===== src/rtl/fir_pkg.sv =====
// fir_pkg: FSM state encoding and default geometry shared by the FIR sequencer and datapath blocks.
package fir_pkg;
  typedef enum logic [1:0] {IDLE, MAC, DRAIN, DONE} state_t;
  localparam int N_TAPS_DEF = 8;
  localparam int ADDR_W_DEF = 3;
  localparam int MAC_LAT_DEF = 2;
endpackage


===== src/rtl/fir_ring_addr.sv =====
// fir_ring_addr: circular write pointer and modulo-N_TAPS sample slot for a given tap.
module fir_ring_addr
  import fir_pkg::*;
#(
  parameter int N_TAPS = N_TAPS_DEF,
  parameter int ADDR_W = ADDR_W_DEF
) (
  input  logic              clock,
  input  logic              reset,
  input  logic              advance,
  input  logic [ADDR_W-1:0] tap,
  output logic [ADDR_W-1:0] ram_address
);
  localparam logic [ADDR_W-1:0] LAST = ADDR_W'(N_TAPS - 1);
  localparam logic [ADDR_W-1:0] NT = ADDR_W'(N_TAPS);
  logic [ADDR_W-1:0] wr_ptr;
  always_ff @(posedge clock)
    if (reset) wr_ptr <= '0;
    else if (advance) wr_ptr <= wr_ptr == LAST ? '0 : wr_ptr + ADDR_W'(1);
  always_comb ram_address = tap > wr_ptr ? wr_ptr + NT - tap : wr_ptr - tap;
endmodule


===== src/rtl/fir_sequencer.sv =====
// fir_sequencer: sample-accept / tap-walk / MAC-drain sequencer for the FIR datapath.
// Define FIR_SEQ_OVERRUN_CNT_EN to add the saturating dropped-sample counter overrun_cnt.
module fir_sequencer
  import fir_pkg::*;
#(
  parameter int N_TAPS = N_TAPS_DEF,
  parameter int ADDR_W = ADDR_W_DEF,
  parameter int MAC_LAT = MAC_LAT_DEF
`ifdef FIR_SEQ_OVERRUN_CNT_EN
  , parameter int OVR_W = 8
`endif
) (
  input  logic              clock,
  input  logic              reset,
  input  logic              valid_in,
  output logic              ready_in,
  output logic [ADDR_W-1:0] rom_address,
  output logic [ADDR_W-1:0] ram_address,
  output logic              we,
  output logic              en,
  output logic              mac_init,
  output logic              valid_out,
  output logic              busy
`ifdef FIR_SEQ_OVERRUN_CNT_EN
  , output logic [OVR_W-1:0] overrun_cnt
`endif
);
  localparam int DW = MAC_LAT > 1 ? $clog2(MAC_LAT) : 1;
  localparam logic [ADDR_W-1:0] LAST = ADDR_W'(N_TAPS - 1);
  localparam logic [DW-1:0] DLAST = DW'(MAC_LAT - 1);
  state_t state, state_n;
  logic [ADDR_W-1:0] tap, tap_n, ram_n;
  logic [DW-1:0] drain, drain_n;
  logic accept;
  assign ready_in = state == IDLE || state == DONE;
  assign accept = valid_in && ready_in;
  fir_ring_addr #(.N_TAPS(N_TAPS), .ADDR_W(ADDR_W)) u_ring (
    .clock(clock),
    .reset(reset),
    .advance(state_n == DONE),
    .tap(tap_n),
    .ram_address(ram_n)
  );
  always_comb begin
    state_n = state;
    tap_n = tap;
    drain_n = drain;
    case (state)
      IDLE: begin
        state_n = accept ? MAC : IDLE;
        tap_n = '0;
      end
      MAC: begin
        state_n = tap == LAST ? (MAC_LAT == 0 ? DONE : DRAIN) : MAC;
        tap_n = tap == LAST ? tap : tap + ADDR_W'(1);
        drain_n = '0;
      end
      DRAIN: begin
        state_n = drain == DLAST ? DONE : DRAIN;
        drain_n = drain + DW'(1);
      end
      default: begin
        state_n = accept ? MAC : IDLE;
        tap_n = '0;
      end
    endcase
  end
  // Outputs are registered from next-state so tap k appears the cycle after its decision.
  always_ff @(posedge clock)
    if (reset) begin
      state <= IDLE;
      tap <= '0;
      drain <= '0;
      rom_address <= '0;
      ram_address <= '0;
      we <= 1'b0;
      en <= 1'b0;
      mac_init <= 1'b0;
      valid_out <= 1'b0;
      busy <= 1'b0;
    end else begin
      state <= state_n;
      tap <= tap_n;
      drain <= drain_n;
      en <= state_n == MAC;
      we <= state_n == MAC && tap_n == '0;
      mac_init <= state_n == MAC && tap_n == '0;
      valid_out <= state_n == DONE;
      busy <= state_n != IDLE;
      rom_address <= state_n == MAC ? tap_n : rom_address;
      ram_address <= state_n == MAC ? ram_n : ram_address;
    end
`ifdef FIR_SEQ_OVERRUN_CNT_EN
  always_ff @(posedge clock)
    if (reset) overrun_cnt <= '0;
    else if (valid_in && !ready_in && overrun_cnt != '1) overrun_cnt <= overrun_cnt + OVR_W'(1);
`endif
endmodule


===== config.mk =====
export PLATFORM = sky130hd
export DESIGN_NAME = fir_sequencer
export DESIGN_NICKNAME = d
export VERILOG_FILES = /design/src/rtl/fir_pkg.sv /design/src/rtl/fir_ring_addr.sv /design/src/rtl/fir_sequencer.sv
export SDC_FILE = /design/constraint.sdc
export NUM_CORES = 1
export LEC_CHECK = 0
export ABC_AREA = 1
export CORE_UTILIZATION = 59
export CTS_BUF_LIST = sky130_fd_sc_hd__clkbuf_8
export DETAILED_ROUTE_END_ITERATION = 6
export HOLD_SLACK_MARGIN = 0.15
export PLACE_DENSITY_LB_ADDON = 0.1
export SYNTH_ARGS = -nofsm -noshare
export SYNTH_HDL_FRONTEND = slang
export SYNTH_SLANG_ARGS = --single-unit

===== constraint.sdc =====
create_clock -name clock -period 6.4 [get_ports clock]
set_input_delay 0.96 -clock clock [delete_from_list [all_inputs] [get_ports clock]]
set_output_delay 0.96 -clock clock [all_outputs]
set_load 0.05 [all_outputs]

======== Word level (Yosys, flattened, before mapping) ========
Index checks and enable logic that the tools add are counted.
operators by class
  eq/ne operators ......................... 7
  reductions and logical operators ........ 7
  add/sub/neg operators ................... 4
  multiplexer cells ....................... 8
operators by type and width
  cell                                                                   count
  3-bit by 1-bit adder with 3-bit output, second input constant          2
  2-bit equality test, second input constant                             3
  3-bit equality test, second input constant                             2
  3-bit 2-to-1 mux                                                       2
  3-bit one-hot mux with 2 select lines                                  1
  2-bit by 1-bit equality test with 1-bit output, second input constant  2
  2-bit one-hot mux with 2 select lines                                  1
  2-bit nonzero test                                                     2
  3-bit logical NOT                                                      1
  3-bit subtractor                                                       1
  1-bit logical AND                                                      2
  2-bit logical NOT                                                      1
  1-bit 2-to-1 mux                                                       2
  2-bit 2-to-1 mux                                                       1
  1-bit one-hot mux with 2 select lines                                  1
  1-bit adder, second input constant                                     1
  1-bit logical OR                                                       1
word-level totals
  register bits after elaboration ......... 19
  input bits .............................. 3
  output and inout port bits .............. 12
  word-level logic and storage cells ...... 36

======== Longest topological paths before layout ========
Gate-level depths: netlist (run 1).
  word-level depth ........................ 7
  gate-level depth with buffers ........... 18
  mapped depth without buffers ............ 18

======== By module ========
From an unflattened synthesis (run 1), not the netlist that was laid out.
unflattened totals
  cells, all modules ...................... 134
  area, all modules ....................... 954.7 µm²
modules (own cells, without submodules)
  module         area an instance (µm²)  times used  cells each  sequential area each (µm²)
  fir_sequencer  730.7                   1           101         320.3
  fir_ring_addr  224.0                   1           33          60.1

======== Least setup slack after synthesis (run 1) ========
Ideal clock, no wire load.
  kind .................................... reg-to-reg
  start ................................... register state[0]
  end ..................................... register ram_address[2]
  data required time ...................... 6.286 ns
  period minus slack after synthesis ...... 2.443 ns
  data arrival time ....................... 2.329 ns
  setup slack ............................. 3.957 ns
  buffers on the path ..................... 0
  stages on the path, launching flop included .. 17
  setup time .............................. 0.114 ns
  path through ............................ dfxtp_1 inv_1 ha_1 inv_2 nand2_2 inv_2 nand2_1 nand2_1 fa_1 inv_1 nand2_1 nand2_1 nand3_1 nand2_1 inv_1 nor2_1 nor2_2
on the way
  longest elaborated chain between the ends .. 6
  elaborated cells on any way between the ends .. 11
  classes of those cells .................. 1 x add/sub; 4 x eq/ne; 3 x mux; 3 x reduce/logical
ends and longest elaborated chain
  element                                                          line                                      source
  start, declared                                                  fir_sequencer.sv:31                       state_t state, state_n;
  start signal, assigned                                           fir_sequencer.sv:82                       state <= state_n;
  2-bit equality test / 2-bit logical NOT (equally long branches)  fir_sequencer.sv:35                       assign ready_in = state == IDLE || state == DONE;
  1-bit logical OR *                                               fir_sequencer.sv:35
  named net ready_in                                               fir_sequencer.sv:16                       output logic ready_in,
  1-bit logical AND *                                              fir_sequencer.sv:36                       assign accept = valid_in && ready_in;
  1-bit 2-to-1 mux *                                               fir_sequencer.sv:50, fir_sequencer.sv:63
  2-bit one-hot mux with 2 select lines *                          fir_sequencer.sv:48                       case (state)
  2-bit by 1-bit equality test with 1-bit output *                 fir_sequencer.sv:91                       ram_address <= state_n == MAC ? ram_n : ram_address;
  end signal, assigned                                             fir_sequencer.sv:91
  end, declared                                                    fir_sequencer.sv:18                       output logic [ADDR_W-1:0] ram_address,
The timed path passes the listed nets; every way through them passes the cells marked *.
A chain may end at the register's enable or synchronous reset.

======== Final worst setup path (run 1) ========
  start ................................... register state[0]
  end ..................................... output ready_in
on the way
  longest elaborated chain between the ends .. 2
  elaborated cells on any way between the ends .. 3
  classes of those cells .................. 1 x eq/ne; 2 x reduce/logical
ends and longest elaborated chain
  element                                                          line
  2-bit equality test / 2-bit logical NOT (equally long branches)  fir_sequencer.sv:35
  1-bit logical OR *                                               fir_sequencer.sv:35
  end, declared                                                    fir_sequencer.sv:16
Every way passes the cells marked *; elsewhere a longest branch is shown, timed or not.

==> results of run 1 <==
-- synth_stat cells --
cell | n | area share, %
nand4_1 | 1 | 0.64
nor2_2 | 5 | 3.2
inv_1 | 25 | 9.6
nand2_1 | 35 | 13
buf_4 | 1 | 0.77
nand3_2 | 2 | 2.0
fa_1 | 1 | 2.0
or2_2 | 1 | 0.64
clkbuf_1 | 1 | 0.38
nand3_4 | 1 | 1.8
or2_4 | 1 | 0.90
inv_2 | 2 | 0.77
nor2_1 | 18 | 6.9
a21oi_2 | 1 | 0.90
ha_1 | 6 | 7.7
nand2_2 | 3 | 1.9
a21oi_1 | 5 | 2.6
a211oi_1 | 1 | 0.77
nand3_1 | 4 | 2.0
dfxtp_1 | 19 | 39
buf_12 | 1 | 2.0
-- worst paths after layout --
kind / cells past startpoint / endpoint / from / slack [ps]
setup / recovery: 3 / ready_in / state[0]$_SDFF_PP0_ / 3670
hold / removal: 1 / drain$_SDFFE_PP0P_ / drain$_SDFFE_PP0P_ / 470
setup reg to reg: 16 / ram_address[2]$_SDFFE_PP0P_ / state[0]$_SDFF_PP0_ / 4070
hold reg to reg: 1 / drain$_SDFFE_PP0P_ / drain$_SDFFE_PP0P_ / 470
-- layout make-up --
cell class / count / area [um^2] / area share (%)
sequential: 19 / 380.4 / 33.04
clock buffer: 3 / 41.29 / 3.587
timing repair buffer: 14 / 140.1 / 12.17
multi-input combinational: 85 / 464.2 / 40.33
inverter: 27 / 101.3 / 8.804
tap: 16 / 20.02 / 1.739
clock inverter: 1 / 3.754 / 0.3261
-- layer usage --
metal | wire length, um | share of wire (%) | track usage (%) | vias to the layer above
li1 | - | - | - | 426
met1 | 791 | 47 | 24.66 | 346
met2 | 819 | 48 | 32.12 | 20
met3 | 55 | 3.2 | 5.532 | 6
met4 | 32 | 1.9 | 12.50 | 0
met5 | 0 | 0 | 0 | -
-- logic make-up (layout without fill, tap and decap cells) --
group	after synthesis	after routing
flip-flops	19	19
AND/OR/NAND/NOR	71	71
buffers and inverters	30	45
adder cells (fa/ha/maj)	7	7
AO/OA/AOI/OAI	7	7
-- flip-flops by register name, indices dropped and copies added, names as in the netlist --
signal and flops:
ram_address 3, rom_address 3, tap 3, u_ring.wr_ptr 3, state 2, busy 1
drain 1, en 1, mac_init 1, valid_out 1
-- power by group --
| group | switching, W | leakage (nW) | internal (W) |
|---|---|---|---|
| registers | 0.00000274 | 0.155 | 0.000125 |
| clock network | 0.0000384 | 0.0269 | 0.0000426 |
| logic | 0.0000457 | 0.381 | 0.0000223 |
| total | 0.0000868 | 0.563 | 0.000189 |
-- through the flow --
| stage | area (um^2) | hold WS (ps) | instances |
|---|---|---|---|
| CTS | 1151 | 472.4 | 165 |
| global route | 1151 | 487.8 | 165 |
| global placement | 1106 | 452.0 | 161 |
| detailed placement | 1106 | 461.5 | 161 |
| finish | 1151 | 470.4 | 165 |
| floorplan | 977.2 | 433.6 | 134 |
==> out/results.txt, run 1 <==
Status: complete, no violations
CP top delay family: buffers and inverters
Root Driver: clkbuf_8
Via count: 798
Fillers: 126
Register area share after synthesis: 38.92%
Most frequent cells in the layout: nand2_1 (35), inv_1 (26), dfxtp_1 (19), nor2_1 (18), clkdlybuf4s50_1 (14)
Peak VDD IR: 0.1714 mV
Site Rows: 14
Finished Core Util: 75.53%
Unrepaired setup endpoints after global routing: false
Vias per cell: 4.836
# hold bufs at CTS: 0
Boundary Pins: 15
Placement Setup Slack: 3944 ps
PD cells: 240.0 nW/um^2
Final Total Pwr: 0.0002763 W
Rel. slew slack: 66.85%
Synth-to-layout area growth: 17.80%
First-pass GRT wire length: 2.780 mm
CTS H-tree depth: 1
CTS tree: built
CP Launch Type: flip-flop
Max Freq: 365.8 MHz
# diodes: 0
Adder-Cell Fraction of Synth Area: 9.731%
Maxcap violations: 0
WS Path Type: flip-flop to primary output
Syn_area_per_cell: 7.292 um^2
Worst Hold Class: flip-flop to flip-flop
Chip width: 42.70 um
Maximum root-to-sink buffer count: 2
Die span in y: 42.70 um
Largest stage delay, worst path: 820 ps
Core Footprint: 1524 um^2
Leak: 0.5630 nW
Crit-path max FO: 3
Main combinational cell family by area after synthesis: simple AND/OR/NAND/NOR gates
GPL Wtd Cong: 0.8452
GRT Total Usage: 20.46%
Post-synth cell types: 21
CP Cell Sequence: inv_1, ha_1, clkdlybuf4s50_1
Synth Net Count: 144
Yosys reg bits: 19
Routed Antenna Nets: 0
Commonest non-fill, non-tap cell in the layout: nand2_1
Initial core utilization: 64.12%
Post-CTS resize count: 0
CP bufs+invs: 2
Vias in the first global route: 682
Synth Area in XOR/XNOR: 0%
Final wirelength: 1.698 mm
Largest net degree at the start of global routing: 14
Final worst slack: 3667 ps
Dpl hpwl: 1.219 mm
Worst-Margin Slew: 495.7 ps
Setup TNS Final: 0 ps
Post-route clock period utilization: 42.71%
Post-CTS setup buffers: 0
Post-Synthesis Cells: 134
Slowest cell on crit path: clkdlybuf4s50_1
Final Hold Fails: 0
Data arrival, critical path: 1770 ps
Clk_skew: 2.703 ps
WL per Instance: 10.29 um
DRT iter0 DRCs: 21
Max-slew violations: 0
Fraction of final layout cells sized beyond drive strength 1: 12.75%
Ys Warns: 0
Residual DRC: 0
Post-synthesis compound-gate area fraction: 4.225%
Worst-path clk slew: 70 ps
# nets final: 160
Die area: 1823 um^2
Total CTS buffers: 3
Simple-gate share of the synthesized area: 33.55%
Final setup violating endpoints: 0
Mux contribution to synthesized area: 0%
PortBufs: 14
WP data required: 5440 ps
Sink Count: 19
Grt ovf: 0
Initial antenna violation count: 0
Min Tclk post-route: 2733 ps
Synthesized cell area: 977.2 um^2
Crit. End Element: primary output
Clock Latency Late Sink: 250 ps
1st-pass router iterations: 4
(Power assumes the default switching activity.)
==> run 2, diff against run 1 <==
--- a/config.mk
+++ b/config.mk
@@ -6,7 +6,7 @@
 export NUM_CORES = 1
 export LEC_CHECK = 0
 export ABC_AREA = 1
-export CORE_UTILIZATION = 59
+export CORE_UTILIZATION = 54
 export CTS_BUF_LIST = sky130_fd_sc_hd__clkbuf_8
 export DETAILED_ROUTE_END_ITERATION = 6
 export HOLD_SLACK_MARGIN = 0.15
==> constraint.sdc (replaced) <==
create_clock -name clock -period 2.6 [get_ports clock]
set_input_delay 0.39 -clock clock [delete_from_list [all_inputs] [get_ports clock]]
set_output_delay 0.39 -clock clock [all_outputs]
set_load 0.05 [all_outputs]
==> run 2 against run 1 <==
  * Register-to-register slack lost 3700 ps
  * Clock skew hardly changed
  * Sequential share of layout area fell by 0.32 points
  * Non-clock buffer count unchanged
  * Wire length down 1.9%
  * Sequential power increased by 150%
  * Largest cell class unchanged
==> out/results.txt, run 2 (synthesis results as in run 1) <==
CTS tree: built
Commonest non-fill, non-tap cell in the layout: nand2_1
GRT Total Usage: 18.88%
Initial core utilization: 57.22%
Residual DRC: 0
# diodes: 0
Total CTS buffers: 3
Initial antenna violation count: 0
Crit. End Element: flip-flop
Max Freq: 445.3 MHz
Unrepaired setup endpoints after global routing: false
Largest net degree at the start of global routing: 14
Post-CTS resize count: 0
Via count: 782
DP Cell Count: 170
Max-slew violations: 0
Setup TNS Final: 0 ps
Reg-to-reg startpoint: state[0]$_SDFF_PP0_
Final Instance Area: 1162 um^2
Worst-Margin Slew: 493.0 ps
Clock Latency Late Sink: 250 ps
Hold Crit Start: drain$_SDFFE_PP0P_
# hold bufs at CTS: 0
Final wirelength: 1.666 mm
Routed Antenna Nets: 0
DRT iter0 DRCs: 12
Worst reg2reg setup slack: 350 ps
Fraction of final layout cells sized beyond drive strength 1: 12.75%
Root Driver: clkbuf_8
Final setup violating endpoints: 0
Final Hold Fails: 0
Hold depth: 1
Data arrival, critical path: 2390 ps
Non-Filler Instances: 174
Chip width: 44.54 um
Post-CTS setup buffers: 0
Dpl hpwl: 1.258 mm
Grt ovf: 0
Fillers: 150
PortBufs: 14
Post-route clock period utilization: 86.38%
Boundary Pins: 15
First-pass GRT wire length: 2.718 mm
Maximum root-to-sink buffer count: 2
1st-pass router iterations: 4
WP data required: 2750 ps
CTS H-tree depth: 1
Leak: 0.5630 nW
GPL Wtd Cong: 0.8556
Sink Count: 19
Maxcap violations: 0
Site Rows: 15
Die span in y: 44.54 um
Crit-path max FO: 7
Core Footprint: 1708 um^2
CP Launch Type: flip-flop
# nets final: 160
Vias per cell: 4.494
WS Path Type: flip-flop to flip-flop
Post-DP Area: 1117 um^2
Vias in the first global route: 692
R2R cell count: 16
Most frequent cells in the layout: nand2_1 (35), inv_1 (26), dfxtp_1 (19), nor2_1 (18), clkdlybuf4s50_1 (14)
PD cells: 581.4 nW/um^2
Status: complete, no violations
Worst-path clk slew: 70 ps
Clk_skew: 2.875 ps
Hold path endpoint: drain$_SDFFE_PP0P_
Min Tclk post-route: 2246 ps
Peak VDD IR: 0.3563 mV
Reg2reg end: ram_address[2]$_SDFFE_PP0P_
Rel. slew slack: 67.03%
Die area: 1984 um^2
Worst Hold Class: flip-flop to flip-flop
WL per Instance: 9.575 um
Synth-to-layout area growth: 18.95%
run 2: cell counts in the layout (fill, tap and decap cells not counted):
No cell type changed its count.
run 2: where the power goes:
| group | switching [W] | internal, W |
|---|---|---|
| Clock | 0.0000900 | 0.000105 |
| Sequential | 0.00000672 | 0.000307 |
| Combinational | 0.000113 | 0.0000550 |
| Total | 0.000209 | 0.000466 |
run 2: cell type report:
cell class | count | area, um^2 | area share (%)
clock inverter | 1 | 3.754 | 0.3229
clock buffer | 3 | 41.29 | 3.552
sequential | 19 | 380.4 | 32.72
tap | 25 | 31.28 | 2.691
multi-input combinational | 85 | 464.2 | 39.94
timing repair buffer | 14 | 140.1 | 12.06
inverter | 27 | 101.3 | 8.719
run 2: layer usage:
metal  global-route usage [%]  share of wire [%]  wire, um
met1                    22.98                 46       770
met2                    32.65                 49       815
met3                    3.673                3.7        62
met4                    7.273                1.0        17
met5                        0                  0         0
run 2: how the worst max path moves through the flow:
| stage | end | cells past startpoint | from | slack, ps |
|---|---|---|---|---|
| 2_1_floorplan | ram_address[2]$_SDFFE_PP0P_ | 16 | state[0]$_SDFF_PP0_ | 160 |
| 6_report | ram_address[2]$_SDFFE_PP0P_ | 16 | state[0]$_SDFF_PP0_ | 350 |
| 4_1_cts | ram_address[2]$_SDFFE_PP0P_ | 16 | state[0]$_SDFF_PP0_ | 340 |
| 5_1_grt | ram_address[2]$_SDFFE_PP0P_ | 16 | state[0]$_SDFF_PP0_ | 130 |
| 3_3_place_gp | ram_address[2]$_SDFFE_PP0P_ | 16 | state[0]$_SDFF_PP0_ | 440 |
| 3_5_place_dp | ram_address[2]$_SDFFE_PP0P_ | 16 | state[0]$_SDFF_PP0_ | 360 |
run 2: critical path, stage by stage, from the launching register on:
cell and delay (ps):
dfxtp_1 330, inv_1 50, ha_1 330, inv_2 90, nand2_2 150, inv_2 80
nand2_1 80, nand2_1 70, fa_1 430, inv_1 70, nand2_1 40, nand2_1 80
nand3_1 70, nand2_1 70, inv_1 30, nor2_1 110, nor2_2 50
run 2: stage by stage:
step / hold slack [ps] / power (W) / util [%] / setup WS, ps
2_1_floorplan: 433.6 / 0.0004530 / - / 156.7
3_3_place_gp: 455.1 / 0.0004857 / 65.42 / 435.4
3_5_place_dp: 461.9 / 0.0004879 / 65.42 / 357.7
4_1_cts: 475.1 / 0.0006835 / 68.06 / 336.8
5_1_grt: 506.3 / 0.0007074 / 68.06 / 133.9
6_report: 472.4 / 0.0006758 / 68.06 / 354.2
